<file path="src/rtl/lagarto0_pkg.sv">
// rtl/lagarto0_pkg.sv - shared front-end types and constants for lagarto0
package lagarto0_pkg;

    localparam int XLEN_C = 32;

    localparam logic [31:0] NOP_INST = 32'h0000_0013;

    localparam logic [6:0] OPC_LOAD   = 7'b0000011;
    localparam logic [6:0] OPC_OP_IMM = 7'b0010011;
    localparam logic [6:0] OPC_AUIPC  = 7'b0010111;
    localparam logic [6:0] OPC_STORE  = 7'b0100011;
    localparam logic [6:0] OPC_OP     = 7'b0110011;
    localparam logic [6:0] OPC_LUI    = 7'b0110111;
    localparam logic [6:0] OPC_BRANCH = 7'b1100011;
    localparam logic [6:0] OPC_JALR   = 7'b1100111;
    localparam logic [6:0] OPC_JAL    = 7'b1101111;
    localparam logic [6:0] OPC_SYSTEM = 7'b1110011;

    typedef logic [1:0] fetch_state_t;
    localparam fetch_state_t FETCH_BOOT  = 2'd0;
    localparam fetch_state_t FETCH_RUN   = 2'd1;
    localparam fetch_state_t FETCH_DRAIN = 2'd2;

    typedef struct packed {
        logic [31:0]       inst;
        logic [XLEN_C-1:0] pc;
    } fetch_entry_t;

endpackage

</file>
<file path="src/rtl/fetch_unit_if.sv">
// rtl/fetch_unit_if.sv - instruction-memory and decode handshakes of the fetch stage
interface fetch_unit_if #(
    parameter int XLEN = 32
);
    logic            imem_req_valid_o;
    logic            imem_req_ready_i;
    logic [XLEN-1:0] imem_req_addr_o;
    logic            imem_resp_valid_i;
    logic [31:0]     imem_resp_data_i;
    logic            inst_valid_o;
    logic            inst_ready_i;
    logic [31:0]     inst_o;
    logic [XLEN-1:0] inst_pc_o;
    logic [6:0]      opcode_o;

    modport master (
        output imem_req_valid_o, imem_req_addr_o, inst_valid_o, inst_o, inst_pc_o, opcode_o,
        input  imem_req_ready_i, imem_resp_valid_i, imem_resp_data_i, inst_ready_i
    );

    modport slave (
        input  imem_req_valid_o, imem_req_addr_o, inst_valid_o, inst_o, inst_pc_o, opcode_o,
        output imem_req_ready_i, imem_resp_valid_i, imem_resp_data_i, inst_ready_i
    );
endinterface

</file>
<file path="src/rtl/fetch_queue.sv">
// rtl/fetch_queue.sv - in-order FIFO of fetched {inst, pc} entries with flush
module fetch_queue
    import lagarto0_pkg::*;
#(
    parameter int DEPTH = 2
) (
    input  logic                   clk_i,
    input  logic                   rstn_i,
    input  logic                   push_i,
    input  fetch_entry_t           push_data_i,
    input  logic                   pop_i,
    input  logic                   flush_i,
    output fetch_entry_t           head_o,
    output logic [$clog2(DEPTH):0] count_o,
    output logic                   full_o,
    output logic                   empty_o
);
    localparam int PW = $clog2(DEPTH);
    localparam int CW = PW + 1;

    fetch_entry_t    mem_q [DEPTH];
    fetch_entry_t    mem_d [DEPTH];
    logic [PW-1:0]   rd_ptr_q, rd_ptr_d, wr_ptr_q, wr_ptr_d;
    logic [CW-1:0]   count_q, count_d;
    logic            do_push, do_pop;

    assign full_o  = (count_q == CW'(DEPTH));
    assign empty_o = (count_q == '0);
    assign head_o  = mem_q[rd_ptr_q];
    assign count_o = count_q;

    // A push into a full queue is only legal when the head leaves in the same cycle.
    always_comb begin
        mem_d    = mem_q;
        rd_ptr_d = rd_ptr_q;
        wr_ptr_d = wr_ptr_q;
        count_d  = count_q;
        do_push  = push_i && (!full_o || pop_i);
        do_pop   = pop_i && !empty_o;
        if (flush_i) begin
            rd_ptr_d = '0;
            wr_ptr_d = '0;
            count_d  = '0;
        end else begin
            if (do_push) begin
                mem_d[wr_ptr_q] = push_data_i;
                wr_ptr_d        = wr_ptr_q + 1'b1;
            end
            if (do_pop) begin
                rd_ptr_d = rd_ptr_q + 1'b1;
            end
            count_d = count_q + CW'(do_push) - CW'(do_pop);
        end
    end

    always_ff @(posedge clk_i or negedge rstn_i) begin
        if (!rstn_i) begin
            mem_q    <= '{default: '0};
            rd_ptr_q <= '0;
            wr_ptr_q <= '0;
            count_q  <= '0;
        end else begin
            mem_q    <= mem_d;
            rd_ptr_q <= rd_ptr_d;
            wr_ptr_q <= wr_ptr_d;
            count_q  <= count_d;
        end
    end

endmodule

</file>
<file path="src/rtl/fetch_unit.sv">
// rtl/fetch_unit.sv - fetch stage: PC, imem requests, squash on redirect, decode queue
module fetch_unit
    import lagarto0_pkg::*;
#(
    parameter int              XLEN     = XLEN_C,
    parameter logic [XLEN-1:0] RESET_PC = 32'h0000_0000,
    parameter int              QDEPTH   = 2
) (
    input  logic            clk_i,
    input  logic            rstn_i,
    input  logic            redirect_i,
    input  logic [XLEN-1:0] redirect_pc_i,
    fetch_unit_if.master    bus
);
    localparam int PW  = $clog2(QDEPTH);
    localparam int CW  = PW + 1;
    localparam int CRW = CW + 1;
    localparam logic [CRW-1:0] CREDITS = CRW'(QDEPTH);

    fetch_state_t    state_q, state_d;
    logic [XLEN-1:0] fetch_pc_q, fetch_pc_d;
    logic [XLEN-1:0] last_pc_q, last_pc_d;
    logic [CW-1:0]   outstanding_q, outstanding_d;
    logic [CW-1:0]   squash_q, squash_d;
    logic [CW-1:0]   out_after_resp;
    logic [XLEN-1:0] shadow_q [QDEPTH];
    logic [XLEN-1:0] shadow_d [QDEPTH];
    logic [PW-1:0]   sh_wr_q, sh_wr_d, sh_rd_q, sh_rd_d;

    logic            req_valid, req_fire, resp_fire, q_push, q_pop;
    logic [CW-1:0]   q_count;
    logic            q_full, q_empty;
    fetch_entry_t    q_head, q_push_entry;
    logic [31:0]     inst_w;

    // Outstanding requests plus queued entries never exceed the queue depth, so every
    // response that survives squashing has a slot waiting for it.
    always_comb begin
        req_valid    = (state_q != FETCH_BOOT) && !redirect_i &&
                       (({1'b0, outstanding_q} + {1'b0, q_count}) < CREDITS);
        req_fire     = req_valid && bus.imem_req_ready_i;
        resp_fire    = bus.imem_resp_valid_i && (outstanding_q != '0);
        q_push       = resp_fire && (squash_q == '0) && !redirect_i;
        q_pop        = !q_empty && bus.inst_ready_i && !redirect_i;
        q_push_entry = '{inst: bus.imem_resp_data_i, pc: shadow_q[sh_rd_q]};
    end

    // The PC shadow tracks every issued request, squashed or not, so it stays aligned
    // with the in-order response stream.
    always_comb begin
        out_after_resp = outstanding_q - CW'(resp_fire);
        outstanding_d  = out_after_resp + CW'(req_fire);
        shadow_d       = shadow_q;
        sh_wr_d        = sh_wr_q;
        sh_rd_d        = sh_rd_q;
        fetch_pc_d     = fetch_pc_q;
        squash_d       = squash_q;

        if (req_fire) begin
            shadow_d[sh_wr_q] = fetch_pc_q;
            sh_wr_d           = sh_wr_q + 1'b1;
        end
        if (resp_fire) begin
            sh_rd_d = sh_rd_q + 1'b1;
        end

        if (redirect_i) begin
            fetch_pc_d = {redirect_pc_i[XLEN-1:2], 2'b00};
            squash_d   = out_after_resp;
        end else begin
            if (req_fire) begin
                fetch_pc_d = fetch_pc_q + XLEN'(4);
            end
            if (resp_fire && (squash_q != '0)) begin
                squash_d = squash_q - 1'b1;
            end
        end
    end

    always_comb begin
        state_d = state_q;
        if (redirect_i) begin
            state_d = (squash_d != '0) ? FETCH_DRAIN : FETCH_RUN;
        end else begin
            case (state_q)
                FETCH_BOOT:  state_d = FETCH_RUN;
                FETCH_DRAIN: state_d = (squash_d == '0) ? FETCH_RUN : FETCH_DRAIN;
                default:     state_d = state_q;
            endcase
        end
    end

    always_comb begin
        inst_w    = q_empty ? NOP_INST : q_head.inst;
        last_pc_d = q_empty ? last_pc_q : q_head.pc;
    end

    assign bus.imem_req_valid_o = req_valid;
    assign bus.imem_req_addr_o  = fetch_pc_q;
    assign bus.inst_valid_o     = !q_empty;
    assign bus.inst_o           = inst_w;
    assign bus.inst_pc_o        = q_empty ? last_pc_q : q_head.pc;
    assign bus.opcode_o         = inst_w[6:0];

    fetch_queue #(
        .DEPTH (QDEPTH)
    ) u_queue (
        .clk_i       (clk_i),
        .rstn_i      (rstn_i),
        .push_i      (q_push),
        .push_data_i (q_push_entry),
        .pop_i       (q_pop),
        .flush_i     (redirect_i),
        .head_o      (q_head),
        .count_o     (q_count),
        .full_o      (q_full),
        .empty_o     (q_empty)
    );

    always_ff @(posedge clk_i or negedge rstn_i) begin
        if (!rstn_i) begin
            state_q       <= FETCH_BOOT;
            fetch_pc_q    <= RESET_PC;
            last_pc_q     <= '0;
            outstanding_q <= '0;
            squash_q      <= '0;
            shadow_q      <= '{default: '0};
            sh_wr_q       <= '0;
            sh_rd_q       <= '0;
        end else begin
            state_q       <= state_d;
            fetch_pc_q    <= fetch_pc_d;
            last_pc_q     <= last_pc_d;
            outstanding_q <= outstanding_d;
            squash_q      <= squash_d;
            shadow_q      <= shadow_d;
            sh_wr_q       <= sh_wr_d;
            sh_rd_q       <= sh_rd_d;
        end
    end

    assert property (@(posedge clk_i) disable iff (!rstn_i) !(q_push && q_full && !q_pop));

endmodule

</file>
<file path="src/flat_wrapper.sv">
// flat-port wrapper written by rule: the top's interface ports become plain ports
module fetch_unit_flat import lagarto0_pkg::*;
#(
    parameter int              XLEN     = XLEN_C,
    parameter logic [XLEN-1:0] RESET_PC = 32'h0000_0000,
    parameter int              QDEPTH   = 2
)
  (clk_i, rstn_i, redirect_i, redirect_pc_i, bus_imem_req_valid_o, bus_imem_req_addr_o, bus_inst_valid_o, bus_inst_o, bus_inst_pc_o, bus_opcode_o, bus_imem_req_ready_i, bus_imem_resp_valid_i, bus_imem_resp_data_i, bus_inst_ready_i);
  fetch_unit_if #(.XLEN(XLEN)) bus_i ();
  input  logic clk_i;
  input  logic rstn_i;
  input  logic redirect_i;
  input  logic [XLEN-1:0] redirect_pc_i;
  output wire logic [$bits(bus_i.imem_req_valid_o)-1:0] bus_imem_req_valid_o;
  output wire logic [$bits(bus_i.imem_req_addr_o)-1:0] bus_imem_req_addr_o;
  output wire logic [$bits(bus_i.inst_valid_o)-1:0] bus_inst_valid_o;
  output wire logic [$bits(bus_i.inst_o)-1:0] bus_inst_o;
  output wire logic [$bits(bus_i.inst_pc_o)-1:0] bus_inst_pc_o;
  output wire logic [$bits(bus_i.opcode_o)-1:0] bus_opcode_o;
  input wire logic [$bits(bus_i.imem_req_ready_i)-1:0] bus_imem_req_ready_i;
  input wire logic [$bits(bus_i.imem_resp_valid_i)-1:0] bus_imem_resp_valid_i;
  input wire logic [$bits(bus_i.imem_resp_data_i)-1:0] bus_imem_resp_data_i;
  input wire logic [$bits(bus_i.inst_ready_i)-1:0] bus_inst_ready_i;
  assign bus_imem_req_valid_o = bus_i.imem_req_valid_o;
  assign bus_imem_req_addr_o = bus_i.imem_req_addr_o;
  assign bus_inst_valid_o = bus_i.inst_valid_o;
  assign bus_inst_o = bus_i.inst_o;
  assign bus_inst_pc_o = bus_i.inst_pc_o;
  assign bus_opcode_o = bus_i.opcode_o;
  assign bus_i.imem_req_ready_i = bus_imem_req_ready_i;
  assign bus_i.imem_resp_valid_i = bus_imem_resp_valid_i;
  assign bus_i.imem_resp_data_i = bus_imem_resp_data_i;
  assign bus_i.inst_ready_i = bus_inst_ready_i;
  fetch_unit #(.XLEN(XLEN), .RESET_PC(RESET_PC), .QDEPTH(QDEPTH)) u_core (.clk_i(clk_i), .rstn_i(rstn_i), .redirect_i(redirect_i), .redirect_pc_i(redirect_pc_i), .bus(bus_i));
endmodule
</file>
<file path="config.mk">
export PLATFORM = sky130hd
export DESIGN_NAME = fetch_unit_flat
export DESIGN_NICKNAME = d
export VERILOG_FILES = /design/src/rtl/lagarto0_pkg.sv /design/src/rtl/fetch_unit_if.sv /design/src/rtl/fetch_queue.sv /design/src/rtl/fetch_unit.sv /design/src/flat_wrapper.sv
export SDC_FILE = /design/constraint.sdc
export NUM_CORES = 1
export LEC_CHECK = 0
export ABC_CLOCK_PERIOD_IN_PS = 7000
export CAP_MARGIN = 20
export CORE_AREA = 2 2 164 182
export CTS_CLUSTER_SIZE = 40
export DETAILED_ROUTE_END_ITERATION = 12
export DIE_AREA = 0 0 166 184
export GPL_TIMING_DRIVEN = 0
export PLACE_DENSITY = 0.7
export SYNTH_ARGS = -nofsm -noshare
export SYNTH_HDL_FRONTEND = slang
export SYNTH_SLANG_ARGS = --single-unit
</file>
<file path="constraint.sdc">
create_clock -name clk_i -period 7 [get_ports clk_i]
set_input_delay 1.4 -clock clk_i [delete_from_list [all_inputs] [get_ports clk_i]]
set_output_delay 1.4 -clock clk_i [all_outputs]
set_load 0.03 [all_outputs]
</file>
==> flow_summary.yaml <==
run_status:
  status: "finished, final reports clean"
clock_tree:
  clockBufferDepth: 3
  insertion_delay_ps: 530
  cts_setup_buffers: 0
  postCtsResizedCells: 0
  cts_sinks: 258
  h-tree-depth: 1
  clk_pin_slew_ps: 60
  holdBufCountCts: 0
  cts_tree: "built"
  clockRootBuffer: "clkbuf_16"
  numCtsBuffers: 27
synth:
  ys.flop_type: "dfrtp_1"
  synth_edf_count: 0
  yosysUniqueCellTypes: 48
  async_flop_share_pct: 100.0
  synth_seq_cells: 258
  synth_top_area_share_pct: 56.97
  yosys.area.top_type: "dfrtp_1"
  synth_common_cells: "258 x dfrtp_1, 120 x mux2_2, 112 x nand2_1"
  yosys-top-cells-area: "dfrtp_1 57%, mux2_2 12%, mux2i_1 8.4%"
  synth_cells: 984
  ys_warn_count: 0
  avgSynthCellArea_um2: 11.52
  ys_seq_area_share_pct: 56.97
  syn_area_mm2: 0.01133
  yosysMostFrequentCell: "dfrtp_1"
global_routing:
  first_global_vias: 8348
  grt_use_met2_pct: 29.98
  grt_use_total_pct: 17.82
  antenna_found_initial: 0
  grt_most_used_layer: "met2"
  grt_max_degree: 130
  grt-ovfl-total: 0
  grt_first_pass_wirelength_um: 44140
  grt_use_met1_pct: 24.63
  met3_usage_pct: 2.304
timing:
  slew_headroom_pct: 30.24
  hold_viol: 0
  fmax_mhz: 196.0
  setup_violations: 0
  worst_pin_slew_ps: 1038
  rsz0062_at_grt: "no"
  finalCritPeriodShare_pct: 72.88
  finalMaxSlewViolations: 0
  fin_worst_skew_ps: 14.80
  whs_ps: 475.9
  fin_crit_ps: 5102
  fin_tns_setup_ps: 0
placement:
  dp_hpwl_um: 19130
  place_inst: 1525
  place.port_buffers: 170
  gp_congestion: 0.8356
  placed_area_mm2: 0.01356
power:
  vdd_ir_drop_max_uv: 172.2
  p_per_area_mw_per_mm2: 419.0
  power.total_uw: 6055
  p_leak_uw: 0.006252
critical_path:
  start_kind: "input port"
  cp_data_arrival_time_ps: 3700
  path_class: "in2out"
  regToRegSetupSlack_ps: 3910
  critPathSlowestCell: "clkdlybuf4s50_1"
  crit_path_end_kind: "primary output"
  max_stage_delay_ps: 630
  critPathMaxFanout: 10
  critPathRequiredTime_ps: 5600
  cp_cell_sequence: "clkdlybuf4s50_1, clkbuf_1, clkbuf_1, nor4_1, clkdlybuf4s50_1"
detailed_routing:
  drt_iter0_drc: 494
  avgRoutedWirePerCell_um: 17.32
  vias_per_cell: 5.171
  drtPass1Iterations: 4
  vias: 8145
  drt-total-wl_um: 27280
  ant_nets: 0
  drc: 0
floorplanning:
  start_util_pct: 39.70
  die_h_um: 184
  die_area_mm2: 0.03054
  core_mm2: 0.02855
  rows: 65
  io_pins: 175
  die_w_um: 166
run:
  max_cap_viol_count: 0
final_layout:
  stdcell_area_mm2: 0.01445
  stdcell_count: 1575
  area_growth_pct: 27.54
  diodes: 0
  fillers: 2523
  drive_above_1_share_pct: 16.90
  finalNetCount: 1263
min_path:
  worstHoldPathType: "reg2reg"
==> cells by family after synthesis <==
family | after synthesis | synth area share, %
AO/OA/AOI/OAI | 156 | 7.895
flip-flops | 258 | 56.97
XOR/XNOR | 13 | 1.005
AND/OR/NAND/NOR | 248 | 9.451
buffers and inverters | 86 | 3.489
adder cells (fa/ha/maj) | 7 | 0.8391
other | 1 | 0.03309
multiplexers | 215 | 20.32
==> report_power, final <==
group / internal, µW / switching, µW
registers: 2100 / 316
logic: 992 / 1220
clock network: 859 / 571
total: 3950 / 2100
==> cell usage in the layout (no fill, tap or decap), drive strengths merged, types with 2 or more instances in the layout <==
| cell | synthesis | routed |
|---|---|---|
| nand3 | 15 | 15 |
| nor3 | 4 | 4 |
| bufinv | 0 | 2 |
| and2 | 5 | 5 |
| mux2i | 95 | 95 |
| mux2 | 120 | 120 |
| nor4 | 3 | 3 |
| nor2b | 3 | 3 |
| inv | 15 | 16 |
| o311ai | 8 | 8 |
| nor2 | 80 | 80 |
| a221o | 4 | 4 |
| a31oi | 3 | 3 |
| a21oi | 35 | 35 |
| clkinv | 0 | 4 |
| a31o | 4 | 4 |
| a32oi | 4 | 4 |
| nand2 | 113 | 113 |
| clkbuf | 37 | 80 |
| clkdlybuf4s50 | 0 | 169 |
| or3 | 4 | 4 |
| o211ai | 7 | 7 |
| conb | 1 | 2 |
| nand4 | 11 | 11 |
| xor2 | 3 | 3 |
| or4 | 2 | 2 |
| and3 | 4 | 4 |
| ha | 6 | 6 |
| xnor2 | 10 | 10 |
| buf | 34 | 37 |
| o21ai | 87 | 87 |
| dfrtp | 258 | 258 |
==> per-stage QoR <==
stage	setup slack, ps	util [%]
6_report	1898	50.63
5_1_grt	1732	50.63
4_1_cts	1920	50.63
3_5_place_dp	1933	47.50
3_3_place_gp	-6257	47.28
2_1_floorplan	2802	-
==> path summary, 6_finish.rpt <==
kind | startpoint | to | depth (start not counted)
setup / recovery | redirect_i | bus_imem_req_valid_o | 5
hold / removal | u_core.u_queue.mem_q[30]$_DFFE_PN0P_ | u_core.u_queue.mem_q[30]$_DFFE_PN0P_ | 2
setup reg to reg | u_core.u_queue.count_o[0]$_DFF_PN0_ | u_core.bus.imem_req_addr_o[6]$_DFFE_PN0P_ | 11
hold reg to reg | u_core.u_queue.mem_q[30]$_DFFE_PN0P_ | u_core.u_queue.mem_q[30]$_DFFE_PN0P_ | 2
max in group asynchronous | rstn_i | u_core.u_queue.mem_q[116]$_DFFE_PN0P_ | 2
min in group asynchronous | rstn_i | u_core.squash_q[1]$_DFF_PN0_ | 1
==> flip-flops by register name (all words and copies together), names as in the netlist <==
signal,cells
u_core.u_queue.wr_ptr_q,1
u_core.u_queue.mem_q,124
u_core.last_pc_q,32
u_core.bus.imem_req_addr_o,30
u_core.shadow_q,60
u_core.u_queue.rd_ptr_q,1
u_core.outstanding_q,2
u_core.u_queue.count_o,2
u_core.squash_q,2
u_core.state_q,2
u_core.sh_wr_q,1
u_core.sh_rd_q,1
==> final cells by class <==
class | instances | area, µm² | area share [%]
clock inverter | 7 | 88.84 | 0.6147
multi-input combinational | 641 | 4484 | 31.03
inverter | 15 | 56.30 | 0.3896
clock buffer | 43 | 805.8 | 5.575
tap | 368 | 460.4 | 3.186
buffer | 71 | 339.1 | 2.346
timing repair buffer | 172 | 1762 | 12.19
sequential | 258 | 6456 | 44.67
==> critical path, delay by kind of cell <==
| family | cells | cell delay, ps |
|---|---|---|
| buffers and inverters | 4 | 2120 |
| AND/OR/NAND/NOR | 1 | 160 |
==> metal layers <==
| metal | wire [µm] | share of wire [%] |
|---|---|---|
| met1 | 12700 | 47 |
| met4 | 471 | 1.7 |
| met2 | 12810 | 47 |
| met3 | 1291 | 4.7 |
| met5 | 0 | 0 |
(Power assumes the default switching activity.)
==> edit (config.mk and constraints unchanged) <==
Make the reset (`rstn_i`) synchronous in 2 clocked blocks.
--- a/src/rtl/fetch_queue.sv
+++ b/src/rtl/fetch_queue.sv
@@ -55,3 +55,3 @@
 
-    always_ff @(posedge clk_i or negedge rstn_i) begin
+    always_ff @(posedge clk_i) begin
         if (!rstn_i) begin
--- a/src/rtl/fetch_unit.sv
+++ b/src/rtl/fetch_unit.sv
@@ -119,3 +119,3 @@
 
-    always_ff @(posedge clk_i or negedge rstn_i) begin
+    always_ff @(posedge clk_i) begin
         if (!rstn_i) begin
Formal check against the unedited RTL: differs if rstn_i is asserted again (counterexample within 4 cycles, from zero or initial values and one cycle with rstn_i low); with rstn_i held inactive, the same outputs for 4 cycles.
==> edit against the unedited design <==
- worst setup slack better by 150 ps
- cell area down 2.8%
- sequential cell count unchanged
- count of clock-buffer cells in the layout unchanged
- utilization down 1.4 points
- clock skew down 3.8 ps
- die area unchanged
- register-to-register slack worse by 180 ps
- synthesized area down 2.5%
- wire length up 19%
Power is not compared: it rests on default switching activity, and its combinational part moved more than twofold at a synthesized area within 25%.
==> edit: results (changes against the unedited design) <==
* Status: complete, no violations
* Root buffer cell: clkbuf_16
* Seq/Total Area, Yosys at 46.72% (-10 points)
* WP data arrival at 3550 ps (-150 ps)
* Multi-input combinational area share at 37.40% (+6.4 points)
* Post-synthesis adder-cell area fraction at 0.7470% (-0.092 points)
* Buffers on Ports at 169 (-0.59%)
* DP Worst Slack at 2134 ps (+201.2 ps)
* CLK BUF at 43 (unchanged)
* Core Util, Final at 49.19% (-1.4 points)
* Synth cell types at 60 (+25%)
* Clk tree area frac at 5.917% (-0.27 points)
* Area of the multi-input gates at 5251 µm² (+17%)
* Synth top cells by count: nand2_1 (313), dfxtp_1 (258), a21oi_1 (145), nor2_1 (112), mux2i_1 (93)
* First-pass GRT wire length at 51.54 mm (+17%)
* Total global routing track utilization at 20.61% (+2.8 points)
* Nonclk inv count at 13 (-2)
* Worst Tran Pin Value at 960.6 ps (-77.20 ps)
* Iteration-0 DRC Markers at 663 (+34%)
* Final wirelength at 32.57 mm (+19%)
* M1 GR Usage at 26.82% (+2.2 points)
* DRT Pass-1 Iters at 5 (+1)
* # nets final at 1616 (+28%)
* Number of CTS-inserted buffers at 26 (-3.7%)
* Via count of the first global-routing pass at 9764 (+17%)
* Gpl congestion at 0.9278 (+11%)
* Met3 GRT Util at 2.648% (+0.34 points)
* Buffer share of cell area at 16.27% (+1.7 points)
* Synth async-reset ratio at 0% (-100 points)
* Share of cells above drive strength 1 at 4.689% (-12 points)
* Total number of vias at 9998 (+23%)
* Synthesized instance count at 1342 (+36%)
* Ys flop type: dfxtp_1
* Met2 Usage GRT at 35.25% (+5.3 points)
* Register area at 5165 µm² (-20%)
* Filler instances at 2719 (+7.8%)
* Ranking of synthesized cells by area: dfxtp_1 (47%), nand2_1 (11%), mux2i_1 (8.4%), a21oi_1 (6.6%), a211oi_1 (4.2%)
* Synth Area in Compound Gates at 15.48% (+7.6 points)
* Fin Clk Skew at 11.01 ps (-3.787 ps)
* Multi-input logic cell count at 955 (+49%)
* Worst stage delay on the critical path at 580 ps (-50 ps)
* Repair and plain buffers at 286 (+18%)
* Hpwl dp at 24.10 mm (+26%)
* Fraction of synthesized area in multiplexers at 8.625% (-12 points)
* Final Instance Count excl. Fillers at 1925 (+22%)
* Post-Synth XOR/XNOR Area at 1.030% (+0.025 points)
edit: changes by cell type in the layout (fill, tap and decap cells not counted), sizes merged, moves of 62 or more:
cell	delta
a21oi	+110
a211oi	+62
dfrtp	-258
nand2	+200
dfxtp	+258
mux2	-118
edit: final timing paths:
check,startpoint,end,slack [ps],depth (start not counted)
max,u_core.u_queue.count_o[1]$_SDFF_PP0_,bus_opcode_o[2],2050,7
min,u_core.u_queue.mem_q[102]$_SDFFE_PN0P_,u_core.u_queue.mem_q[102]$_SDFFE_PN0P_,450,2
max reg2reg,u_core.u_queue.count_o[0]$_SDFF_PP0_,u_core.shadow_q[10]$_SDFFE_PN0P_,3730,9
min reg2reg,u_core.u_queue.mem_q[102]$_SDFFE_PN0P_,u_core.u_queue.mem_q[102]$_SDFFE_PN0P_,450,2
edit: metal layers:
layer / up-vias / share of wire, %
li1: 4957 / -
met1: 4667 / 44
met2: 314 / 48
met3: 60 / 5.3
met4: 0 / 2.7
met5: - / 0
